<file path="src/rtl/video_pkg.sv">
// video_pkg: shared widths, palette, pipeline stage type and the built-in glyph table
package video_pkg;
   localparam int ADDR_W = 11;
   localparam int RGB_W = 12;
   localparam logic [RGB_W-1:0] BLACK = '0;
   localparam logic [RGB_W-1:0] PALETTE [16] = '{
      12'h000, 12'hFFF, 12'h0F0, 12'hF00, 12'h00F, 12'hFF0, 12'h0FF, 12'hF0F,
      12'h888, 12'h444, 12'h800, 12'h080, 12'h008, 12'hF80, 12'h8F8, 12'hFFF
   };
   typedef struct packed {
      logic [3:0] color;
      logic       video_on;
      logic       hsync;
      logic       vsync;
      logic       blank;
      logic [2:0] col;
   } stage_t;
   localparam stage_t STAGE_RST = '{color: 4'h0, video_on: 1'b0, hsync: 1'b1,
                                    vsync: 1'b1, blank: 1'b0, col: 3'd0};
   // glyph rows indexed by {char[6:0], row[3:0]}; unlisted characters are empty
   function automatic logic [7:0] font_row(input logic [ADDR_W-1:0] a);
      return a[10:4] == 7'h00 ? 8'hFF :
             a[10:4] == 7'h30 ? (a[3:0] == 4'd5 ? 8'h80 : 8'h00) :
             a[10:4] == 7'h31 ? 8'h40 :
             a[10:4] == 7'h32 ? 8'hFF : 8'h00;
   endfunction
endpackage

</file>
<file path="src/rtl/text_pixel_generator_if.sv">
// text_pixel_generator_if: per-pixel overlay stream from the overlay logic to the pixel generator
interface text_pixel_generator_if;
   import video_pkg::*;
   logic [ADDR_W-1:0] rom_addr;
   logic [3:0]        color_addr;
   logic [1:0]        font_size;
   logic [9:0]        pixelx;
   logic              video_on;
   logic              hsync;
   logic              vsync;
   modport master (output rom_addr, color_addr, font_size, pixelx, video_on, hsync, vsync);
   modport slave  (input  rom_addr, color_addr, font_size, pixelx, video_on, hsync, vsync);
endinterface

</file>
<file path="src/rtl/font_rom.sv">
// font_rom: 2048x8 synchronous-read glyph ROM with clock enable and one cycle of latency
module font_rom
   import video_pkg::*;
(
   input  logic              clk,
   input  logic              ce,
   input  logic [ADDR_W-1:0] addr,
   output logic [7:0]        data
);
   always_ff @(posedge clk)
      if (ce) data <= font_row(addr);
endmodule

</file>
<file path="src/rtl/text_pixel_generator.sv">
// text_pixel_generator: font lookup, column select and palette mapping to registered VGA RGB
// with syncs delayed to match the two-tick pipeline.
module text_pixel_generator
   import video_pkg::*;
#(
   parameter int BLINK_FRAMES = 30
) (
   input  logic                 clk,
   input  logic                 reset,
   input  logic                 pixel_tick,
   text_pixel_generator_if.slave ov,
   output logic [RGB_W-1:0]     rgb,
   output logic                 hsync_o,
   output logic                 vsync_o
);
   localparam logic [5:0] LAST = 6'(BLINK_FRAMES - 1);
   stage_t     s1, s1_next;
   logic [7:0] font_word;
   logic [5:0] frame_cnt;
   logic       blink_phase, lit, on, vs_fall, unused_px;
   font_rom u_rom (.clk(clk), .ce(pixel_tick), .addr(ov.rom_addr), .data(font_word));
   assign s1_next = '{
      color:    ov.color_addr,
      video_on: ov.video_on,
      hsync:    ov.hsync,
      vsync:    ov.vsync,
      blank:    ov.rom_addr[10:4] == 7'h00,
      col:      ov.font_size == 2'd0 ? ov.pixelx[2:0] :
                ov.font_size == 2'd1 ? ov.pixelx[3:1] : ov.pixelx[4:2]
   };
   assign unused_px = ^ov.pixelx[9:5];
   assign lit = font_word[3'd7 - s1.col];
   assign on = s1.video_on & lit & ~s1.blank & ~(blink_phase & (s1.color == 4'hF));
   // vsync_o is the previous registered copy, so this sees the fall one stage in
   assign vs_fall = pixel_tick & vsync_o & ~s1.vsync;
   always_ff @(posedge clk or negedge reset)
      if (!reset) s1 <= STAGE_RST;
      else if (pixel_tick) s1 <= s1_next;
   always_ff @(posedge clk or negedge reset)
      if (!reset) begin
         rgb <= BLACK;
         hsync_o <= 1'b1;
         vsync_o <= 1'b1;
      end else if (pixel_tick) begin
         rgb <= on ? PALETTE[s1.color] : BLACK;
         hsync_o <= s1.hsync;
         vsync_o <= s1.vsync;
      end
   always_ff @(posedge clk or negedge reset)
      if (!reset) begin
         frame_cnt <= '0;
         blink_phase <= 1'b0;
      end else if (vs_fall) begin
         frame_cnt <= frame_cnt == LAST ? 6'd0 : frame_cnt + 6'd1;
         blink_phase <= frame_cnt == LAST ? ~blink_phase : blink_phase;
      end
endmodule
</file>
<file path="src/flat_wrapper.sv">
// flat-port wrapper written by rule: the top's interface ports become plain ports
module text_pixel_generator_flat import video_pkg::*;
#(
   parameter int BLINK_FRAMES = 30
)
  (clk, reset, pixel_tick, rgb, hsync_o, vsync_o, ov_rom_addr, ov_color_addr, ov_font_size, ov_pixelx, ov_video_on, ov_hsync, ov_vsync);
  text_pixel_generator_if ov_i ();
  input  logic clk;
  input  logic reset;
  input  logic pixel_tick;
  output logic [RGB_W-1:0] rgb;
  output logic hsync_o;
  output logic vsync_o;
  input wire logic [$bits(ov_i.rom_addr)-1:0] ov_rom_addr;
  input wire logic [$bits(ov_i.color_addr)-1:0] ov_color_addr;
  input wire logic [$bits(ov_i.font_size)-1:0] ov_font_size;
  input wire logic [$bits(ov_i.pixelx)-1:0] ov_pixelx;
  input wire logic [$bits(ov_i.video_on)-1:0] ov_video_on;
  input wire logic [$bits(ov_i.hsync)-1:0] ov_hsync;
  input wire logic [$bits(ov_i.vsync)-1:0] ov_vsync;
  assign ov_i.rom_addr = ov_rom_addr;
  assign ov_i.color_addr = ov_color_addr;
  assign ov_i.font_size = ov_font_size;
  assign ov_i.pixelx = ov_pixelx;
  assign ov_i.video_on = ov_video_on;
  assign ov_i.hsync = ov_hsync;
  assign ov_i.vsync = ov_vsync;
  text_pixel_generator #(.BLINK_FRAMES(BLINK_FRAMES)) u_core (.clk(clk), .reset(reset), .pixel_tick(pixel_tick), .ov(ov_i), .rgb(rgb), .hsync_o(hsync_o), .vsync_o(vsync_o));
endmodule
</file>
<file path="config.mk">
export PLATFORM = sky130hd
export DESIGN_NAME = text_pixel_generator_flat
export DESIGN_NICKNAME = d
export VERILOG_FILES = /design/src/rtl/video_pkg.sv /design/src/rtl/text_pixel_generator_if.sv /design/src/rtl/font_rom.sv /design/src/rtl/text_pixel_generator.sv /design/src/flat_wrapper.sv
export SDC_FILE = /design/constraint.sdc
export NUM_CORES = 1
export LEC_CHECK = 0
export BUFFER_PORTS_ARGS = -buffer_cell sky130_fd_sc_hd__buf_4
export CAP_MARGIN = 30
export CORE_MARGIN = 3
export CORE_UTILIZATION = 51
export DETAILED_ROUTE_END_ITERATION = 8
export MAX_ROUTING_LAYER = met4
export PLACE_DENSITY = 0.78
export SLEW_MARGIN = 0
export SYNTH_ARGS = -nofsm -noshare
export SYNTH_HDL_FRONTEND = slang
export SYNTH_SLANG_ARGS = --single-unit
export TNS_END_PERCENT = 30
</file>
<file path="constraint.sdc">
create_clock -name clk -period 2.1 [get_ports clk]
set_clock_uncertainty 0.05 [all_clocks]
set_input_delay 0.42 -clock clk [delete_from_list [all_inputs] [get_ports clk]]
set_output_delay 0.42 -clock clk [all_outputs]
set_load 0.005 [all_outputs]
</file>
[After elaboration in Yosys (flattened, before gate mapping)]
Memory sizes are Yosys's and may differ from the RTL's.
Index checks and enable logic that the tools add are counted.
Storage, ports and cells
  register bits: 40
  memory bits (read-only): 192
  bits of input ports: 33
  output and inout bits: 14
  logic and storage cells: 50
  memories kept: 1
Memory list
  (no name shown): words 16, width 12, rd ports 1, clocked after memory_dff 0, wr ports 0, RTL line text_pixel_generator.sv:45  | rgb <= on ? PALETTE[s1.color] : BLACK;
Operators by class
  add/subtract/negate cells: 2
  $lt $le $gt $ge: 2
  eq/ne operators: 7
  muxes and demuxes: 12
  bitwise logic cells: 11
  reductions and logical operators: 3
Operators with widths (number)
  $mux 12: 3
  $mux 8: 4
  $eq 7x6->1 const B: 3
  $logic_not 7->1: 1
  $add 6x1->6 const B: 1
  $and 1x1->1: 6
  $eq 6x5->1 const B: 1
  $mux 3: 2
  $mux 6: 1
  $ge 5x5->1 const B: 1
  $not 4->5: 1
  $eq 4x3->1 const B: 1
  $eq 4x4->1 const B: 1
  $lt 3x4->1 const B: 1
  $not 1->1: 4
  $bmux 1 s3: 1
  $sub 3x3->3 const A: 1
  $eq 2x1->1 const B: 1
  $logic_not 2->1: 1
  $reduce_and 2->1: 1
  $mux 1: 1

[Longest topological paths before layout]
  depth in word-level cells: 7
  depth in mapped cells: 6
  mapped depth without buffers: 6

[Cells and area by module]
Synthesis repeated with hierarchy kept, for this count alone.
Second synthesis, totals
  cells, all modules: 177
  area, all modules: 1764.2 um^2
By module, submodules not included
  text_pixel_generator: times used 1, cells each 158, area each 1551.5 um^2, seq. area each 730.7 um^2
  font_rom: times used 1, cells each 19, area each 212.7 um^2, seq. area each 90.1 um^2

[Worst setup path after synthesis]
OpenSTA, ideal clock, no wires.
  kind: register -> register
  start: reg u_core.s1[7] (netlist bit)
  end: reg u_core.rgb[9]
  library setup time: 0.104 ns
  arrival time: 1.343 ns
  required time: 1.946 ns
  setup slack: 0.603 ns
  cell stages (with the launch flop): 7
  buffers on the path: 1
  clock period less this slack: 1.497 ns
  cell sequence: dfrtp_1 > ha_1 > nand4_1 > nand3b_1 > or2_1 > buf_6 > o41ai_2
Between the ends
  cells in the longest elaborated chain, start to end: 5
  elaborated cells on any way between the ends: 9
  classes of those cells: eq/ne (1); mux (3); bitwise (4); memory (1)
Ends and longest elaborated chain
  start: declaration: RTL line text_pixel_generator.sv:17  | stage_t s1, s1_next;
  start signal: assignment: RTL line text_pixel_generator.sv:38  | else if (pixel_tick) s1 <= s1_next;
  $not 4->5 (not written as such) or $eq 4x4->1 (tied branches): RTL line text_pixel_generator.sv:45, text_pixel_generator.sv:33
  $mem_v2 16x12 or $and 1x1->1 (tied branches)
  $mux 12 (not written as such) or $not 1->1 (tied branches): RTL line text_pixel_generator.sv:45, text_pixel_generator.sv:33
  $mux 12 (not written as such) or $and 1x1->1 (tied branches): RTL line text_pixel_generator.sv:45, text_pixel_generator.sv:33
  $mux 12 (*): RTL line text_pixel_generator.sv:45
  end signal: assignment: RTL line text_pixel_generator.sv:45
  end: declaration: RTL line text_pixel_generator.sv:12  | output logic [RGB_W-1:0] rgb,
Every way passes the cells marked *; elsewhere a longest branch is shown, timed or not. The select of a mux whose other input is x is not followed.
A chain may end at the register's enable or synchronous reset.

[Worst setup path after layout]
  start: reg u_core.frame_cnt[1]
  end: reg u_core.frame_cnt[2]
Between the ends
  cells in the longest elaborated chain, start to end: 2
  elaborated cells on any way between the ends: 3
  classes of those cells: add/sub (1); eq/ne (1); mux (1)
Ends and longest elaborated chain
  start: declaration: RTL line text_pixel_generator.sv:19  | logic [5:0] frame_cnt;
  start signal: assignment: RTL line text_pixel_generator.sv:54  | frame_cnt <= frame_cnt == LAST ? 6'd0 : frame_cnt + 6'd1;
  $add 6x1->6 or $eq 6x5->1 (tied branches): RTL line text_pixel_generator.sv:54
  $mux 6 (*): RTL line text_pixel_generator.sv:54
Every way passes the cells marked *; elsewhere a longest branch is shown, timed or not.

==> flow_metrics.py <==
metrics = {
    "logic_synthesis": {
        "postSynthNetCount": 195,
        "synth-async-reset-ratio": 0.906,
        "post_synth_inst_count": 157,
        "synth_top_cell_by_area": "sky130_fd_sc_hd__dfrtp_1",
        "synth_top_area_frac": 0.375,
        "leading_cell_types_by_total_area_after_synthesis": "sky130_fd_sc_hd__dfrtp_1 37%, sky130_fd_sc_hd__mux2_2 8.1%, sky130_fd_sc_hd__dfstp_2 6.3%",
        "yosys.cell_types.count": 39,
        "synth_common_cells": "25 x sky130_fd_sc_hd__dfrtp_1, 18 x sky130_fd_sc_hd__nand2_1, 12 x sky130_fd_sc_hd__mux2_2",
        "yosysMostFrequentCell": "sky130_fd_sc_hd__dfrtp_1",
        "dominantRegCellSynth": "sky130_fd_sc_hd__dfrtp_1",
        "syn-cell-area_um2": 1670,
        "yosysWarningCount": 0,
        "number_of_register_bits_inferred_by_synthesis": 32,
        "yosysSeqAreaShare": 0.491,
        "avg_inst_size_synth_um2": 10.6,
        "synth_enable_flop_cells": 3,
    },
    "timing": {
        "rsz0062_at_grt": "false",
        "setup_viol": 0,
        "final_critical_path_setup_slack_ns": 0.460,
        "timing.final.crit_share": 0.781,
        "finalSetupTns_ns": 0,
        "fmax_ghz": 0.610,
        "max_slew.worst_pin.slew_ns": 0.494,
        "final_hold_fails": 0,
        "final.min_clock_period_ns": 1.64,
        "timing.max_slew.rel_slack": 0.670,
        "fin_hold_ws_ns": 0.234,
        "final-max-slew-violation-count": 0,
    },
    "drt": {
        "routed_wl_um": 3660,
        "drt-pass1-iter-count": 4,
        "drt-initial-drc-count": 25,
        "wire_per_inst_um": 15.1,
        "drtAntennaViolNets": 0,
        "drt_drc_violations_left": 0,
        "post_drt_via_cell_ratio": 5.50,
        "detailroute.via_count": 1330,
    },
    "min_path": {
        "hold_crit_class": "in -> reg",
        "worstHoldStart": "ov_color_addr[0]",
        "worst_hold_path.num_cells": 3,
        "min_delay_worst_endpoint": "u_core.s1[7]",
    },
    "floorplan": {
        "initial_utilization": 0.543,
        "die_w_um": 63.2,
        "die_h_um": 63.2,
        "placeable_core_region_um2": 3080,
        "io_pins": 47,
        "floorplan.die_area_um2": 4000,
        "placement_rows": 20,
    },
    "global_routing": {
        "gr-usage-all-layers": 0.212,
        "grt_first_pass_wirelength_um": 6350,
        "number_of_global_route_vias_before_repair": 1375,
        "initial_antenna_violation_count": 0,
        "grt_start_max_net_pins": 30,
        "grt_remaining_overflow": 0,
    },
    "cts": {
        "clockRootBuffer": "sky130_fd_sc_hd__clkbuf_4",
        "clk_path_buf_depth": 2,
        "ctsHtreeMaxLevel": 2,
        "tritoncts": "done",
        "worst_skew_pair_later_pin_latency_ns": 0.34,
        "tritoncts_num_sinks": 32,
        "numCtsBuffers": 5,
        "cts.reportedPaths.clkPinSlew_ns": 0.10,
        "post-cts-setup-buffers": 0,
    },
    "placed_design": {
        "pre_cts_ws_ns": 0.446,
        "placed_cells_incl_taps": 233,
        "placement.io_buffers": 41,
        "detailed_place_hpwl_um": 2740,
        "gpl.final_weighted_congestion": 0.855,
    },
    "final_layout": {
        "finalNonFillerCells": 242,
        "area_delta_synth_final_pct": 22.8,
        "final.fill_count": 259,
        "multi_input_comb_area_um2": 768,
        "final_nets": 235,
        "sequential_cell_area_um2": 821,
        "antenna-diode-count": 0,
        "post_route_cells_drive_above_1_share": 0.328,
    },
    "setup_path": {
        "worst_path_top_cell_family_by_delay": "simple AND/OR/NAND/NOR gates",
        "critPathArrivalTime_ns": 1.81,
        "timing.setup.critical_path_class": "reg -> reg",
        "start_kind": "register",
        "slowest_delay_ns": 0.42,
        "worst_path_bufs_invs": 1,
        "end_kind": "register",
        "cp_slowest_cell": "sky130_fd_sc_hd__dfrtp_1",
        "crit_path_max_fanout": 4,
        "r2r_setup_slack_ns": 0.46,
        "reg_to_reg_start": "u_core.frame_cnt[1]",
        "crit_path_cell_trace": "inv_1 > ha_1 > nand2_1 > nor3_1 > o21bai_1 > a21o_1",
        "reg_to_reg_endpoint": "u_core.frame_cnt[2]",
        "rr_worst_depth": 6,
        "worst-endpoint-required_ns": 2.27,
    },
    "run_status": {
        "run_status": "completed",
    },
    "power": {
        "cellPowerDensity_nw_per_um2": 773,
        "max-vdd-ir-drop_mv": 0.487,
        "power.static_leakage_nw": 0.967,
    },
    "run": {
        "cap_viol_max_count": 0,
    },
}
kinds of logic after synthesis:
family                     count (synthesis)  synth area share
AOI/OAI and AO/OA                         39             0.162
xor gates and xnor gates                   2            0.0105
adders and majority gates                  5            0.0375
buffers and inverters                     16            0.0487
DFF                                       32             0.491
muxes                                     18             0.117
and+or+nand+nor                           45             0.133
placed cells by master (no fill, tap or decap), types with 2 or more instances in the layout:
master / netlist / routed
sky130_fd_sc_hd__buf_4: 3 / 42
sky130_fd_sc_hd__dfrtp_1: 25 / 25
sky130_fd_sc_hd__nand2_1: 18 / 18
sky130_fd_sc_hd__mux2_2: 12 / 12
sky130_fd_sc_hd__o21ai_0: 10 / 10
sky130_fd_sc_hd__a21oi_1: 8 / 8
sky130_fd_sc_hd__inv_1: 6 / 6
sky130_fd_sc_hd__nor3_1: 6 / 6
sky130_fd_sc_hd__mux2i_1: 6 / 6
sky130_fd_sc_hd__o2bb2ai_1: 5 / 5
sky130_fd_sc_hd__ha_1: 5 / 5
sky130_fd_sc_hd__clkbuf_4: 0 / 5
sky130_fd_sc_hd__dfstp_2: 4 / 4
sky130_fd_sc_hd__or3_1: 3 / 3
sky130_fd_sc_hd__nand3_1: 3 / 3
sky130_fd_sc_hd__a21o_1: 3 / 3
sky130_fd_sc_hd__nand2b_1: 3 / 3
sky130_fd_sc_hd__nor2_1: 3 / 3
sky130_fd_sc_hd__a22o_1: 3 / 3
sky130_fd_sc_hd__edfxtp_1: 3 / 3
sky130_fd_sc_hd__nand3b_1: 2 / 2
sky130_fd_sc_hd__nor2b_1: 2 / 2
sky130_fd_sc_hd__xor2_1: 2 / 2
sky130_fd_sc_hd__a31oi_1: 2 / 2
sky130_fd_sc_hd__clkbuf_1: 4 / 2
worst min-delay path: stages:
cell                      delay (ns)
sky130_fd_sc_hd__buf_4          0.07
sky130_fd_sc_hd__nand2_1        0.04
sky130_fd_sc_hd__o21ai_0        0.06
how the worst max path moves through the flow:
stage                        start                  end  slack (ns)  cells after the start
4_1_cts        u_core.frame_cnt[1]  u_core.frame_cnt[2]        0.42                      6
6_report       u_core.frame_cnt[1]  u_core.frame_cnt[2]        0.46                      6
3_3_place_gp            pixel_tick  u_core.frame_cnt[5]        0.54                      4
5_1_grt        u_core.frame_cnt[1]  u_core.frame_cnt[2]        0.33                      6
3_5_place_dp   u_core.frame_cnt[1]  u_core.frame_cnt[2]        0.45                      6
2_1_floorplan         u_core.s1[7]        u_core.rgb[9]        0.60                      6
state kept, by name (all words and copies together), names as in the netlist:
name and count:
u_core.s1 11, u_core.rgb 9, u_core.vsync_o 1, u_core.blink_phase 1, u_core.u_rom.data 3, u_core.frame_cnt 6
u_core.hsync_o 1
final cells by class:
| class | instances | share of cell area |
|---|---|---|
| multi-input cells | 109 | 0.375 |
| clock buffers | 8 | 0.0287 |
| flip-flops and latches | 32 | 0.400 |
| repair buffers | 43 | 0.159 |
| well taps | 44 | 0.0268 |
| inverters | 6 | 0.0110 |
layer usage:
| metal | vias to the layer above | wire (um) | GRT usage | part of all wire |
|---|---|---|---|---|
| li1 | 651 | - | - | - |
| met1 | 650 | 1380 | 0.216 | 0.38 |
| met2 | 24 | 2080 | 0.390 | 0.57 |
| met3 | 5 | 148 | 0.0606 | 0.040 |
| met4 | 0 | 52 | 0.0701 | 0.014 |
| met5 | - | 0 | - | 0 |
stage by stage:
stage,total power [mW],instance area [um2],util
CTS,1.61,2050,0.666
floorplan,1.06,1670,-
detailed placement,1.23,1980,0.644
global placement,1.19,1980,0.644
global route,1.71,2050,0.666
finish,1.59,2050,0.666
power by group:
group / internal, mW / total [mW] / switching [mW]
clock: 0.165 / 0.369 / 0.204
sequential: 0.731 / 0.829 / 0.0983
combinational: 0.205 / 0.388 / 0.183
what timing repair did:
| action | 4_1_cts | 5_1_grt |
|---|---|---|
| hold buffers | 1 | 0 |
| gates resized for setup | 0 | 0 |
| hold endpoints to repair | 25 | 0 |
Note: power is estimated with default switching activity, not from simulation.
